==> config.mk <==
export PLATFORM = sky130hd
export DESIGN_NAME = bcd2bin
export DESIGN_NICKNAME = d
export VERILOG_FILES = /design/src/rtl/bcd2bin_pkg.sv /design/src/rtl/bcd_digit_corr.sv /design/src/rtl/bcd2bin.sv
export SDC_FILE = /design/constraint.sdc
export NUM_CORES = 1
export LEC_CHECK = 0
export BUFFER_PORTS_ARGS = -buffer_cell sky130_fd_sc_hd__buf_2
export CORE_ASPECT_RATIO = 0.9
export CORE_UTILIZATION = 30
export DETAILED_ROUTE_END_ITERATION = 8
export PLACE_DENSITY = 0.52
export SYNTH_ARGS = -nofsm -noshare
export SYNTH_HDL_FRONTEND = slang
export SYNTH_SLANG_ARGS = --single-unit
==> constraint.sdc <==
create_clock -name clk -period 3.95 [get_ports clk]
set_clock_uncertainty 0.2 [all_clocks]
set_input_delay 0.79 -clock clk [delete_from_list [all_inputs] [get_ports clk]]
set_output_delay 0.79 -clock clk [all_outputs]
set_load 0.03 [all_outputs]
==> src/rtl/bcd2bin_pkg.sv <==
// rtl/bcd2bin_pkg.sv - shared types and constants for the BCD-to-binary converter
//
// Purpose : state encoding, datapath widths, shift count and a digit validity helper.
// Config  : BCD2BIN_SERIAL_EN adds the ST_TX state used by the serial transmit phase.
package bcd2bin_pkg;

    localparam int BCD_W     = 8;
    localparam int BIN_W     = 7;
    localparam int WORK_W    = BCD_W + BIN_W;
    localparam int SHIFT_CNT = 7;

    // Last counter value of a 7-step phase (counter runs 0..6).
    localparam logic [2:0] CNT_LAST = 3'(SHIFT_CNT - 1);

    typedef enum logic [1:0] {
        ST_IDLE  = 2'd0,
        ST_SHIFT = 2'd1,
        ST_DONE  = 2'd2
`ifdef BCD2BIN_SERIAL_EN
        ,
        ST_TX    = 2'd3
`endif
    } state_e;

    // Both BCD digits must lie in 0..9 for the operand to be accepted.
    function automatic logic bcd_valid(input logic [BCD_W-1:0] bcd);
        return (bcd[7:4] <= 4'd9) && (bcd[3:0] <= 4'd9);
    endfunction

endpackage

==> src/rtl/bcd_digit_corr.sv <==
// rtl/bcd_digit_corr.sv - reverse double-dabble digit correction
//
// Purpose : combinational correction of one BCD digit after a right shift.
//           A digit that reached 8 or more carried a half-weight of 5 from the
//           digit above; subtracting 3 restores a valid BCD value.
// Ports   : digit_i  [3:0]  digit after shift
//           digit_o  [3:0]  corrected digit (digit_i - 3 when digit_i >= 8)
module bcd_digit_corr (
    input  logic [3:0] digit_i,
    output logic [3:0] digit_o
);

    assign digit_o = (digit_i >= 4'd8) ? (digit_i - 4'd3) : digit_i;

endmodule

==> src/rtl/bcd2bin.sv <==
// rtl/bcd2bin.sv - sequential two-digit BCD to 7-bit binary converter
//
// Purpose : converts a two-digit BCD operand to binary by 7 steps of reverse
//           double-dabble on a 15-bit work register {bcd[7:0], bin[6:0]}.
//           Optional serial transmit of the result when BCD2BIN_SERIAL_EN is defined.
// Ports   : clk        system clock, rising edge
//           rst        synchronous active-high reset
//           load       start request (ignored while busy)
//           num_bcd    [7:4] tens digit, [3:0] units digit
//           num_bin    registered binary result, held until the next completion
//           busy       conversion or serial transmit in progress
//           done       one-cycle pulse when num_bin is updated
//           err        one-cycle pulse when a load carries a digit >= 10
//           ser_out    result bit, LSB first     (BCD2BIN_SERIAL_EN only)
//           ser_valid  ser_out qualifier         (BCD2BIN_SERIAL_EN only)
module bcd2bin
    import bcd2bin_pkg::*;
(
    input  logic             clk,
    input  logic             rst,
    input  logic             load,
    input  logic [BCD_W-1:0] num_bcd,
    output logic [BIN_W-1:0] num_bin,
    output logic             busy,
    output logic             done,
    output logic             err
`ifdef BCD2BIN_SERIAL_EN
    ,
    output logic             ser_out,
    output logic             ser_valid
`endif
);

    state_e              state_q, state_d;
    logic [2:0]          cnt_q, cnt_d;
    logic [WORK_W-1:0]   work_q, work_d;
    logic [BIN_W-1:0]    num_bin_q, num_bin_d;
    logic                busy_q, busy_d;
    logic                done_q, done_d;
    logic                err_q, err_d;
`ifdef BCD2BIN_SERIAL_EN
    logic                ser_out_q, ser_out_d;
    logic                ser_valid_q, ser_valid_d;
`endif

    // One reverse double-dabble step: shift right, then correct each digit.
    logic [WORK_W-1:0]   work_shr;
    logic [3:0]          tens_corr;
    logic [3:0]          units_corr;
    logic [WORK_W-1:0]   work_step;

    assign work_shr = work_q >> 1;

    bcd_digit_corr u_tens_corr (
        .digit_i (work_shr[14:11]),
        .digit_o (tens_corr)
    );

    bcd_digit_corr u_units_corr (
        .digit_i (work_shr[10:7]),
        .digit_o (units_corr)
    );

    assign work_step = {tens_corr, units_corr, work_shr[BIN_W-1:0]};

    always_comb begin
        state_d     = state_q;
        cnt_d       = cnt_q;
        work_d      = work_q;
        num_bin_d   = num_bin_q;
        done_d      = 1'b0;
        err_d       = 1'b0;
`ifdef BCD2BIN_SERIAL_EN
        ser_out_d   = 1'b0;
        ser_valid_d = 1'b0;
`endif

        case (state_q)
            ST_IDLE: begin
                // busy_q can still be high here for the final serial bit.
                if (load && !busy_q) begin
                    if (bcd_valid(num_bcd)) begin
                        work_d  = {num_bcd, {BIN_W{1'b0}}};
                        cnt_d   = 3'd0;
                        state_d = ST_SHIFT;
                    end else begin
                        err_d   = 1'b1;
                    end
                end
            end

            ST_SHIFT: begin
                work_d = work_step;
                if (cnt_q == CNT_LAST) begin
                    cnt_d   = 3'd0;
                    state_d = ST_DONE;
                end else begin
                    cnt_d   = 3'(cnt_q + 3'd1);
                end
            end

            ST_DONE: begin
                num_bin_d = work_q[BIN_W-1:0];
                done_d    = 1'b1;
                cnt_d     = 3'd0;
`ifdef BCD2BIN_SERIAL_EN
                state_d   = ST_TX;
`else
                state_d   = ST_IDLE;
`endif
            end

`ifdef BCD2BIN_SERIAL_EN
            ST_TX: begin
                ser_out_d   = num_bin_q[cnt_q];
                ser_valid_d = 1'b1;
                if (cnt_q == CNT_LAST) begin
                    cnt_d   = 3'd0;
                    state_d = ST_IDLE;
                end else begin
                    cnt_d   = 3'(cnt_q + 3'd1);
                end
            end
`endif

            default: begin
                state_d = ST_IDLE;
                cnt_d   = 3'd0;
            end
        endcase

        // Registered busy follows the next state so it is valid in the same
        // cycle as the state it describes; the last serial bit keeps it high.
`ifdef BCD2BIN_SERIAL_EN
        busy_d = (state_d != ST_IDLE) || ser_valid_d;
`else
        busy_d = (state_d != ST_IDLE);
`endif
    end

    always_ff @(posedge clk) begin
        if (rst) begin
            state_q     <= ST_IDLE;
            cnt_q       <= 3'd0;
            work_q      <= '0;
            num_bin_q   <= '0;
            busy_q      <= 1'b0;
            done_q      <= 1'b0;
            err_q       <= 1'b0;
`ifdef BCD2BIN_SERIAL_EN
            ser_out_q   <= 1'b0;
            ser_valid_q <= 1'b0;
`endif
        end else begin
            state_q     <= state_d;
            cnt_q       <= cnt_d;
            work_q      <= work_d;
            num_bin_q   <= num_bin_d;
            busy_q      <= busy_d;
            done_q      <= done_d;
            err_q       <= err_d;
`ifdef BCD2BIN_SERIAL_EN
            ser_out_q   <= ser_out_d;
            ser_valid_q <= ser_valid_d;
`endif
        end
    end

    assign num_bin   = num_bin_q;
    assign busy      = busy_q;
    assign done      = done_q;
    assign err       = err_q;
`ifdef BCD2BIN_SERIAL_EN
    assign ser_out   = ser_out_q;
    assign ser_valid = ser_valid_q;
`endif

endmodule

==> results.cfg, run 1 <==
[global_route]
grt.total_usage_pct = 13.1
grt_pass1_vias = 992
antenna_found_initial = 0
grt_overflow_total = 0
grt_max_degree = 29
grt_pass1_wl_um = 4550

[timing]
hold_violations = 0
tightest_slew_ns = 0.908
maxSlewViolCount = 0
rsz0062_at_grt = false
min_period_over_period_pct = 50.0
period_needed_ns = 1.97
max_freq_ghz = 0.506
setup_violations = 0
slew_headroom_pct = 39.4
tns_ns = 0

[synth]
ys_seq_area_share_pct = 45.7
synth_area_mm2 = 0.00132
ys_warn_count = 0
syn-num-nets = 150
ys_seq_elements = 30
syn_avg_cell_area_um2 = 9.60
synth_cells = 137
ys_types = 33

[drt]
drt_iter0_drc = 61
wl_um = 2600
detail_route.wl_per_cell_um = 12.8
drt-vias-per-instance = 4.98
vias = 1010
dr.pass1.iters = 4
postRouteAntennaNets = 0
drc = 0

[cts]
numCtsBuffers = 5
h-tree-depth = 2
ctsResizeCount = 0
cts_root_buf = clkbuf_8
clock_sinks = 30
cts.path.max_buffers = 2
cts_setup_buffers = 0
ctsHoldBuffers = 0
clkTransAtPathRegs_ns = 0.06
cts_tree = built
clk_latency_ns = 0.28

[die]
row_count = 22
die_area_mm2 = 0.00465
fp.dieW_um = 71.8
core_mm2 = 0.00413
initial_core_util_pct = 31.8
fp.dieH_um = 64.8
io_pins = 21

[cells_and_area]
final_common_cell = dfxtp_1
mostFrequentLayoutCells = dfxtp_1 (30), buf_2 (20), mux2i_1 (15)
nFillCells = 431
num_antenna_cells = 0
drive_gt1_share_pct = 21.9
fin_nets = 167
area_growth_pct = 14.7

[hold_path]
min_path_type = flop to flop

[outcome]
status = complete, no violations

[power_and_ir_drop]
ir_drop_mv = 0.131
p_per_area_mw_per_mm2 = 433
p_leak_nw = 0.696
power_uw = 653

[worst_setup_path]
rrSetupSlack_ns = 2.12
crit_path_start_kind = primary input
cp_max_fo = 28
cp-end-kind = flop
r2r-start = state_q[0]$_SDFF_PP0_
r2r_cells = 2
crit_path_end = state_q[0]$_SDFF_PP0_
required_ns = 3.94
reg2reg_to = cnt_q[2]$_SDFFE_PP0P_
cp.arrival_ns = 1.97
critPathKind = primary input to flop
crit_start = rst

[place]
gp_congestion = 0.734
hpwlAfterDp_um = 1770
portBuffers = 20

[run]
cap_violations = 0
==> flip-flops by register name, summed over array words and instances, names as in the netlist <==
name	flops
num_bin	7
cnt_q	3
work_q	15
busy	1
done	1
err	1
state_q	2
==> metrics by stage <==
stage | worst slack (ns) | area, um2 | hold slack, ns | instances | util [%]
final | 1.98 | 1510 | 0.269 | 203 | 36.5
after global routing | 1.93 | 1510 | 0.295 | 203 | 36.5
after CTS | 1.99 | 1510 | 0.269 | 203 | 36.5
after detailed placement | 1.69 | 1420 | 0.249 | 195 | 34.3
after global placement | 1.71 | 1420 | 0.249 | 195 | 34.3
after floorplan | 1.97 | 1320 | 0.236 | 137 | -
==> metal layers <==
layer | up-vias | wire length, um | GRT usage, % | share of wire [%]
li1 | 517 | - | - | -
met1 | 469 | 1290 | 15.9 | 49
met2 | 18 | 1120 | 19.1 | 43
met3 | 6 | 135 | 5.91 | 5.2
met4 | 0 | 57 | 7.35 | 2.2
met5 | - | 0 | 0 | 0
==> critical path: stages <==
cell and delay [ns]:
buf_2 0.27, or2_4 0.32, or4_4 0.50, o31ai_2 0.08
==> kinds of logic after synthesis <==
group	synth area share (%)
simple gates	18.8
flops	45.7
compound gates	15.9
mux	11.4
buf+inv	4.95
xor+xnor	1.33
fa+ha+maj	1.90
==> layout make-up <==
type	instances	area (um2)	area share, %
multi-input cells	95	649	43.0
repair buffers	20	100	6.63
well taps	48	60.1	3.98
clock inverters	1	5.00	0.332
flip-flops and latches	30	601	39.8
inverters	2	7.51	0.498
clock buffers	7	86.3	5.72
==> Yosys cell counts (all sizes together) <==
library cell   n  share of area (%)
dfxtp         30                 46
mux2i         15                 11
nor2          14                4.0
nand2         12                3.4
a21oi         11                4.2
a211oi         7                4.0
nand3          7                2.7
buf            6                3.2
clkbuf         4                1.1
nand2b         4                1.9
o21ai          4                2.9
ha             2                1.9
inv            2               0.57
nand3b         2                1.1
nor2b          2               0.95
a2111oi        1               0.67
a21o           1               0.57
a31oi          1               0.48
nand4b         1                1.8
nor3           1               0.38
nor3b          1               0.57
nor4           1               0.48
o211a          1               0.76
o311ai         1               0.67
o31ai          1               0.95
o41ai          1               0.67
or2            1               0.67
or4            1               0.86
xnor2          1               0.67
xor2           1               0.67
==> power by group <==
group | switching (mW) | internal, mW | total [mW]
registers | 0.0130 | 0.315 | 0.328
clock network | 0.113 | 0.140 | 0.253
logic | 0.0419 | 0.0297 | 0.0715
==> worst min path at each step <==
stage / from / end / slack (ns) / cells past startpoint
5_1_grt: work_q[7]$_SDFFE_PP0P_ / work_q[6]$_SDFFE_PP0P_ / 0.29 / 2
3_5_place_dp: work_q[7]$_SDFFE_PP0P_ / work_q[6]$_SDFFE_PP0P_ / 0.25 / 2
4_1_cts: work_q[7]$_SDFFE_PP0P_ / work_q[6]$_SDFFE_PP0P_ / 0.27 / 2
6_report: work_q[0]$_SDFFE_PP0P_ / work_q[0]$_SDFFE_PP0P_ / 0.27 / 2
2_1_floorplan: work_q[7]$_SDFFE_PP0P_ / work_q[6]$_SDFFE_PP0P_ / 0.24 / 2
3_3_place_gp: work_q[7]$_SDFFE_PP0P_ / work_q[6]$_SDFFE_PP0P_ / 0.25 / 2
No activity file was read; power rests on OpenSTA's default activity.
==> run 2, diff against run 1 <==
Clock period 3.95 ns to 2.06 ns, I/O delays scaled along.
==> results.cfg, run 2 (synthesis gave the netlist of run 1 again) <==
[outcome]
status = complete, no violations

[die]
initial_core_util_pct = 31.8
fp.dieW_um = 71.8
fp.dieH_um = 64.8
io_pins = 21
row_count = 22
core_mm2 = 0.00413
die_area_mm2 = 0.00465

[global_route]
grt_pass1_wl_um = 4260
grt_overflow_total = 0
antenna_found_initial = 0
grt.total_usage_pct = 12.3
grt_pass1_vias = 879
grt_max_degree = 28

[drt]
vias = 1012
drt-vias-per-instance = 4.91
drt_iter0_drc = 59
wl_um = 2580
postRouteAntennaNets = 0
drc = 0
dr.pass1.iters = 4
detail_route.wl_per_cell_um = 12.5

[worst_setup_path]
required_ns = 2.05
cp_max_fo = 15
cp-end-kind = flop
crit_path_start_kind = flop
critPathKind = flop to flop
cp.arrival_ns = 1.60

[timing]
hold_violations = 0
maxSlewViolCount = 0
min_period_over_period_pct = 78.4
max_freq_ghz = 0.619
tightest_slew_ns = 0.485
setup_violations = 0
tns_ns = 0
period_needed_ns = 1.62
slew_headroom_pct = 67.7
rsz0062_at_grt = false

[cells_and_area]
mostFrequentLayoutCells = dfxtp_1 (30), buf_2 (20), mux2i_1 (15)
area_growth_pct = 16.7
multi_input_area_um2 = 649
drive_gt1_share_pct = 24.1
final_common_cell = dfxtp_1
seqCellArea_um2 = 601
largest-register = work_q
nFillCells = 432
fin_nets = 170
largest_reg_flops = 15
num_antenna_cells = 0

[cts]
clock_sinks = 30
clk_latency_ns = 0.28
cts.path.max_buffers = 2
numCtsBuffers = 5
cts_setup_buffers = 0
cts_tree = built
h-tree-depth = 2
ctsResizeCount = 0
ctsHoldBuffers = 0
clkTransAtPathRegs_ns = 0.07
cts_root_buf = clkbuf_8

[power_and_ir_drop]
p_leak_nw = 0.709
seqPwrFrac_pct = 49.8
switchingPower_uw = 331
ir_drop_mv = 0.329
comb_power_share_pct = 11.5
power_mw = 1.27
p_clk_share_pct = 38.7
intPower_uw = 935
swShare_pct = 26.1
p_per_area_mw_per_mm2 = 824

[hold_path]
min_path_type = primary input to flop

[run]
cap_violations = 0

[place]
gp_congestion = 0.817
hpwlAfterDp_um = 1830
portBuffers = 20
==> run 2: final timing paths <==
check                          from                 endpoint  slack [ns]  cells past startpoint
min reg2reg  work_q[0]$_SDFFE_PP0P_   work_q[0]$_SDFFE_PP0P_        0.27                      2
max                 busy$_SDFF_PP0_  work_q[10]$_SDFFE_PP0P_        0.44                      4
min                             rst    cnt_q[1]$_SDFFE_PP0P_        0.23                      3
max reg2reg         busy$_SDFF_PP0_  work_q[10]$_SDFFE_PP0P_        0.44                      4
==> run 2: layout make-up <==
cell class | count | share of cell area [%]
multi-input cells | 95 | 42.3
flip-flops and latches | 30 | 39.1
repair buffers | 23 | 7.99
clock buffers | 6 | 5.38
well taps | 48 | 3.91
clock inverters | 2 | 0.815
inverters | 2 | 0.489
==> run 2: power groups by stage <==
stage               Clock [mW]  Sequential [mW]  Combinational (mW)
finish                   0.490            0.630               0.145
global route             0.537            0.634               0.161
CTS                      0.500            0.629               0.147
detailed placement           0            0.642               0.146
global placement             0            0.642               0.142
floorplan                    0            0.640               0.111
==> run 2: per-stage QoR <==
stage               instances  instance area (um2)  setup slack (ns)  util, %  hold slack, ns
finish                    206                 1540             0.445     37.2           0.232
global route              206                 1540             0.293     37.2           0.248
CTS                       206                 1540             0.439     37.2           0.234
detailed placement        198                 1440             0.224     34.9           0.260
global placement          198                 1440             0.258     34.9           0.251
floorplan                 137                 1320             0.444        -           0.236
==> run 2: per-layer routing <==
metal	part of all wire (%)	global-route usage, %	up-vias
met4	1.6	6.62	0
met2	45	17.9	16
met5	0	0	-
li1	-	-	525
met3	3.3	3.73	5
met1	50	16.2	466
==> run 2: critical path, cell delays in order, from the launching register on <==
cell and delay (ns):
dfxtp_1 0.32, nor2b_1 0.24, nand4b_4 0.31, mux2i_1 0.21, a211oi_1 0.25
